`config.mk`:
```
export PLATFORM = sky130hd
export DESIGN_NAME = pattern_ring_rotator
export DESIGN_NICKNAME = d
export VERILOG_FILES = /design/src/rtl/pattern_ring_rotator.sv
export SDC_FILE = /design/constraint.sdc
export NUM_CORES = 1
export LEC_CHECK = 0
export ABC_CLOCK_PERIOD_IN_PS = 2700
export BUFFER_PORTS_ARGS = -buffer_cell sky130_fd_sc_hd__buf_2
export CAP_MARGIN = 15
export CORE_AREA = 2 2 51 89
export DETAILED_ROUTE_END_ITERATION = 8
export DIE_AREA = 0 0 53 91
export PLACE_DENSITY_LB_ADDON = 0.15
export SLEW_MARGIN = 20
export SYNTH_ARGS = -nofsm -noshare
export SYNTH_HDL_FRONTEND = slang
export SYNTH_SLANG_ARGS = --single-unit
```
`constraint.sdc`:
```
create_clock -name clk -period 2.7 [get_ports clk]
set_input_delay 0.54 -clock clk [delete_from_list [all_inputs] [get_ports clk]]
set_output_delay 0.54 -clock clk [all_outputs]
set_load 0.05 [all_outputs]
```
`src/rtl/pattern_ring_rotator.sv`:
```
// pattern_ring_rotator: loadable WIDTH-bit pattern register that steps its
// contents through rotate, Johnson or bounce (ping-pong) sequences. A
// programmable prescaler sets the step period to div+1 clock cycles.
// step_o and wrap_o are one-cycle registered pulses that report each step,
// and each step that returns q to the most recently loaded pattern.
module pattern_ring_rotator #(
    parameter int unsigned WIDTH     = 8,
    parameter int unsigned DIV_W     = 8,
    parameter int unsigned RESET_VAL = 1
) (
    input  logic             clk,
    input  logic             rst_n,
    input  logic             load,
    input  logic [WIDTH-1:0] load_data,
    input  logic             run,
    input  logic [1:0]       mode,
    input  logic             dir,
    input  logic [DIV_W-1:0] div,
    output logic [WIDTH-1:0] q,
    output logic             dir_o,
    output logic             step_o,
    output logic             wrap_o
);

    typedef enum logic [1:0] {
        MODE_ROTATE  = 2'b00,
        MODE_JOHNSON = 2'b01,
        MODE_BOUNCE  = 2'b10,
        MODE_HOLD    = 2'b11
    } mode_e;

    // The reset pattern is RESET_VAL zero-extended (or truncated) to WIDTH bits.
    localparam logic [WIDTH-1:0] RST_Q = WIDTH'(RESET_VAL);

    // Architectural state.
    logic [WIDTH-1:0] ref_q;      // last loaded pattern, compared to find a wrap
    logic [DIV_W-1:0] cnt;        // prescaler count

    // Candidate values for a step, and next-state values for every register.
    logic [WIDTH-1:0] step_q;
    logic             step_dir;
    logic [WIDTH-1:0] q_nxt;
    logic [WIDTH-1:0] ref_nxt;
    logic [DIV_W-1:0] cnt_nxt;
    logic             dir_nxt;
    logic             step_nxt;
    logic             wrap_nxt;

    // Pattern and bounce direction that a step would produce in the current mode.
    always_comb begin
        // NOTE: every output of this block gets a default first. A path that
        // leaves one unassigned would infer a latch.
        step_q   = q;
        step_dir = dir_o;
        case (mode_e'(mode))
            MODE_ROTATE: begin
                if (dir) begin
                    step_q = {q[0], q[WIDTH-1:1]};
                end else begin
                    step_q = {q[WIDTH-2:0], q[WIDTH-1]};
                end
            end
            MODE_JOHNSON: begin
                if (dir) begin
                    step_q = {~q[0], q[WIDTH-1:1]};
                end else begin
                    step_q = {q[WIDTH-2:0], ~q[WIDTH-1]};
                end
            end
            MODE_BOUNCE: begin
                // Zero-fill shift. The direction reverses once a set bit
                // reaches the leading edge. An all-zero pattern never reverses.
                if (dir_o) begin
                    step_q = {1'b0, q[WIDTH-1:1]};
                    if (step_q[0]) begin
                        step_dir = 1'b0;
                    end
                end else begin
                    step_q = {q[WIDTH-2:0], 1'b0};
                    if (step_q[WIDTH-1]) begin
                        step_dir = 1'b1;
                    end
                end
            end
            default: begin
                // Hold: the step still happens, but the pattern does not change.
                step_q   = q;
                step_dir = dir_o;
            end
        endcase
    end

    // Per-edge priority: load beats step, and step beats counting or idling.
    always_comb begin
        q_nxt    = q;
        ref_nxt  = ref_q;
        dir_nxt  = dir_o;
        cnt_nxt  = cnt;
        step_nxt = 1'b0;
        wrap_nxt = 1'b0;
        if (load) begin
            // A load also restarts the prescaler, so any step that was due is dropped.
            q_nxt   = load_data;
            ref_nxt = load_data;
            dir_nxt = dir;
            cnt_nxt = '0;
        end else if (!run) begin
            cnt_nxt = '0;
        end else if (cnt >= div) begin
            // Compare with >= rather than ==, so that lowering div below the
            // current count fires on the next edge instead of wrapping the counter.
            q_nxt    = step_q;
            dir_nxt  = step_dir;
            cnt_nxt  = '0;
            step_nxt = 1'b1;
            wrap_nxt = (step_q == ref_q);
        end else begin
            cnt_nxt = cnt + DIV_W'(1);
        end
    end

    // State register: every output is registered, so no input reaches an output combinationally.
    always_ff @(posedge clk or negedge rst_n) begin
        if (!rst_n) begin
            q      <= RST_Q;
            ref_q  <= RST_Q;
            dir_o  <= 1'b0;
            cnt    <= '0;
            step_o <= 1'b0;
            wrap_o <= 1'b0;
        end else begin
            // NOTE: non-blocking assignments. Every register here samples the
            // values from before the edge, whatever order the lines are in.
            q      <= q_nxt;
            ref_q  <= ref_nxt;
            dir_o  <= dir_nxt;
            cnt    <= cnt_nxt;
            step_o <= step_nxt;
            wrap_o <= wrap_nxt;
        end
    end

endmodule

```
==> impl_metrics.sql <==
INSERT INTO impl_metrics (metric_group, metric, value, unit) VALUES
('status', 'status', 'complete, no violations', ''),
('route', 'initialDrtViolationCount', '48', ''),
('flow_run', 'cap_violations', '0', ''),
('sta', 'worst_pin_slew', '0.598', 'ns'),
('clock_tree', 'htree_levels', '1', ''),
('power_and_ir_drop', 'vdd_drop_max', '317', 'uV'),
('power_and_ir_drop', 'power.share.combinational', '26.9', '%'),
('global_route', 'grt_antenna_before_repair', '0', ''),
('sta', 'grt_setup_unrepaired', 'false', ''),
('sta', 'final_hold_viol_count', '0', ''),
('clock_tree', 'cts-root-to-sink-buffers', '2', ''),
('clock_tree', 'clock_tree.root_cell', 'clkbuf_8', ''),
('finish', 'multi_input_combinational_cell_area', '0.00115', 'mm2'),
('power_and_ir_drop', 'power_report.internal_total', '0.000640', 'W'),
('clock_tree', 'clock_latency_at_the_later_pin_of_the_worst_skew_pair', '0.28', 'ns'),
('setup_path', 'worst_r2r_endpoint', 'q[1]$_DFFE_PN0P_', ''),
('setup_path', 'crit-reg2reg-launch', 'cnt[0]$_DFF_PN0_', ''),
('synth', 'synth_enable_flop_cells', '0', ''),
('clock_tree', 'cts-hold-fix-buffers', '0', ''),
('sta', 'finalWorstPathRequiredPeriod', '2.49', 'ns'),
('sta', 'max_clock_freq', '401', 'MHz'),
('setup_path', 'setup.worst_path.start_class', 'flop', ''),
('sta', 'finalSetupTns', '0', 'ns'),
('sta', 'relative_slew_slack', '60.1', '%'),
('global_route', 'globalRouteOverflowTotal', '0', ''),
('power_and_ir_drop', 'swShare', '34.3', '%'),
('synth', 'ys_seq_elements', '27', ''),
('finish', 'diodes', '0', ''),
('finish', 'areaGrowthSynthToFinish', '11.5', '%'),
('route', 'ant_nets', '0', ''),
('min_path', 'hold_path.class', 'in -> async', ''),
('synth', 'synthesis.nets', '255', ''),
('setup_path', 'r2r.worst_path.cells', '8', ''),
('route', 'dr_total_vias', '1751', ''),
('route', 'route.detailed.vias_per_inst', '5.80', ''),
('clock_tree', 'tritoncts.num_buffers', '3', ''),
('power_and_ir_drop', 'power.switching', '0.000334', 'W'),
('synth', 'synthXorXnorAreaFrac', '3.93', '%'),
('place', 'dpl.hpwl', '3520', 'um'),
('power_and_ir_drop', 'p_leak', '1.08', 'nW'),
('route', 'drt_first_pass_iters', '4', ''),
('finish', 'area.sequential', '678', 'um2'),
('clock_tree', 'cts.repair.resized', '0', ''),
('synth', 'synth_area_in_compound_gates', '21.2', '%'),
('synth', 'netlist-cell-type-count', '53', ''),
('setup_path', 'timing.reg2reg.setup_slack', '0.21', 'ns'),
('power_and_ir_drop', 'power-per-cell-area', '435', 'mW/mm2'),
('floorplanning', 'ioPinCount', '34', ''),
('global_route', 'overall_routing_resource_usage', '21.7', '%'),
('global_route', 'grt_pass1_vias', '1662', ''),
('synth', 'number_of_warnings_printed_during_yosys_synthesis', '0', ''),
('synth', 'synth_mux_area_share', '7.54', '%'),
('synth', 'adder_cell_area_share_of_the_yosys_netlist', '5.61', '%'),
('finish', 'drive_above_1_share', '20.6', '%'),
('place', 'place_congestion', '0.864', ''),
('finish', 'fin_util', '55.0', '%'),
('synth', 'async_flop_share', '100', '%'),
('sta', 'report.final.setup_viol', '0', ''),
('floorplanning', 'core-area', '0.00407', 'mm2'),
('synth', 'synth.avg_cell_area', '9.01', 'um2'),
('synth', 'synth_area', '0.00201', 'mm2'),
('finish', 'final.fill_count', '418', ''),
('finish', 'nNetsFinal', '286', ''),
('setup_path', 'arrival', '2.67', 'ns'),
('synth', 'synth_flop_cell', 'dfrtp_1', ''),
('floorplanning', 'chipHeight', '91', 'um'),
('clock_tree', 'numClockSinks', '27', ''),
('route', 'routed_wl', '4700', 'um'),
('sta', 'final.period_utilization', '92.4', '%'),
('floorplanning', 'initial_utilization', '49.3', '%'),
('setup_path', 'path_max_fanout', '7', '');
-- area by class of cell --
type | instances | area share (%)
tap | 49 | 2.74
inverter | 25 | 4.19
multi-input combinational | 159 | 51.5
clock buffer | 3 | 1.84
timing repair buffer | 38 | 9.06
sequential | 27 | 30.3
clock inverter | 1 | 0.335
-- critical path, stage by stage, from the launching register on --
cell and delay (ns):
dfrtp_1 0.42, inv_1 0.06, ha_1 0.26, nand2b_1 0.13, a2111oi_0 0.51, o31ai_1 0.12, buf_4 0.17, and2_0 0.31
a311o_1 0.41
-- worst max path at each step --
stage / startpoint / endpoint / depth (start not counted)
floorplan: div[0] / q[1]$_DFFE_PN0P_ / 6
global placement: div[0] / q[1]$_DFFE_PN0P_ / 8
detailed placement: div[0] / q[1]$_DFFE_PN0P_ / 8
CTS: cnt[0]$_DFF_PN0_ / q[1]$_DFFE_PN0P_ / 8
global route: cnt[0]$_DFF_PN0_ / q[2]$_DFFE_PN0P_ / 8
finish: cnt[0]$_DFF_PN0_ / q[1]$_DFFE_PN0P_ / 8
-- cell families (layout without fill, tap and decap cells) --
kind of cell	after synthesis	count (layout)
compound gates	58	58
xor+xnor	9	9
fa+ha+maj	9	9
buf+inv	37	67
flops	27	27
mux	14	14
simple gates	69	69
-- metrics by stage --
| step | total power [W] | hold slack, ns | instances | cell area, um2 | setup slack, ns |
|---|---|---|---|---|---|
| 2_1_floorplan | 0.000669 | 0.244 | 223 | 2010 | 0.520 |
| 3_3_place_gp | 0.000740 | 0.490 | 298 | 2190 | 0.177 |
| 3_5_place_dp | 0.000744 | 0.499 | 298 | 2190 | 0.0614 |
| 4_1_cts | 0.000983 | 0.282 | 302 | 2240 | 0.229 |
| 5_1_grt | 0.00103 | 0.312 | 302 | 2240 | 0.0702 |
| 6_report | 0.000974 | 0.253 | 302 | 2240 | 0.205 |
-- cells in the mapped netlist (6+ instances only) --
| master | n | area [um2] |
|---|---|---|
| a21oi_1 | 6 | 30.0 |
| and3_1 | 6 | 37.5 |
| dfrtp_1 | 25 | 626 |
| ha_1 | 9 | 113 |
| inv_1 | 25 | 93.8 |
| mux2i_1 | 8 | 80.1 |
| nand2_1 | 13 | 48.8 |
| nor2_1 | 16 | 60.1 |
| o21ai_0 | 14 | 70.1 |
| o311ai_0 | 6 | 52.6 |
-- power groups by stage --
| stage | logic, W | registers [W] | clock network (W) |
|---|---|---|---|
| 4_1_cts | 0.000265 | 0.000473 | 0.000245 |
| 6_report | 0.000262 | 0.000473 | 0.000239 |
| 5_1_grt | 0.000291 | 0.000479 | 0.000262 |
| 3_5_place_dp | 0.000264 | 0.000480 | 0 |
| 2_1_floorplan | 0.000160 | 0.000509 | 0 |
| 3_3_place_gp | 0.000260 | 0.000480 | 0 |
-- cell usage in the layout, fill, tap and decap left out, types with 2 or more instances in the layout --
master / Yosys / layout
o211ai_1: 5 / 5
mux2_2: 5 / 5
nand2_1: 13 / 13
ha_1: 9 / 9
nand4_1: 5 / 5
o41ai_1: 3 / 3
o2111ai_1: 3 / 3
nand2b_1: 3 / 3
nor2b_1: 4 / 4
or3_1: 2 / 2
o31ai_1: 2 / 2
dfstp_2: 2 / 2
inv_1: 25 / 25
mux2i_1: 8 / 8
and3_1: 6 / 6
o2111a_1: 3 / 3
nand4bb_1: 2 / 2
or2b_1: 3 / 3
nor2_1: 16 / 16
a21oi_1: 6 / 6
xnor2_1: 4 / 4
buf_4: 0 / 5
dfrtp_1: 25 / 25
xor2_1: 5 / 5
buf_2: 3 / 33
clkbuf_8: 0 / 3
nor3_1: 3 / 3
nand3_1: 5 / 5
o311ai_0: 6 / 6
o21a_1: 2 / 2
o21ai_0: 14 / 14
a31oi_1: 2 / 2
-- state kept, by name, summed over array words and instances, names as in the netlist --
signal and count:
cnt 8, wrap_o 1, step_o 1, q 8
ref_q 8, dir_o 1
-- routing by layer --
metal | share of wire (%) | global-route usage [%]
met2 | 55 | 40.4
met4 | 1.4 | 7.05
met3 | 2.6 | 1.48
met5 | 0 | 0
met1 | 41 | 24.9
Power figures use the tool's default switching activity.
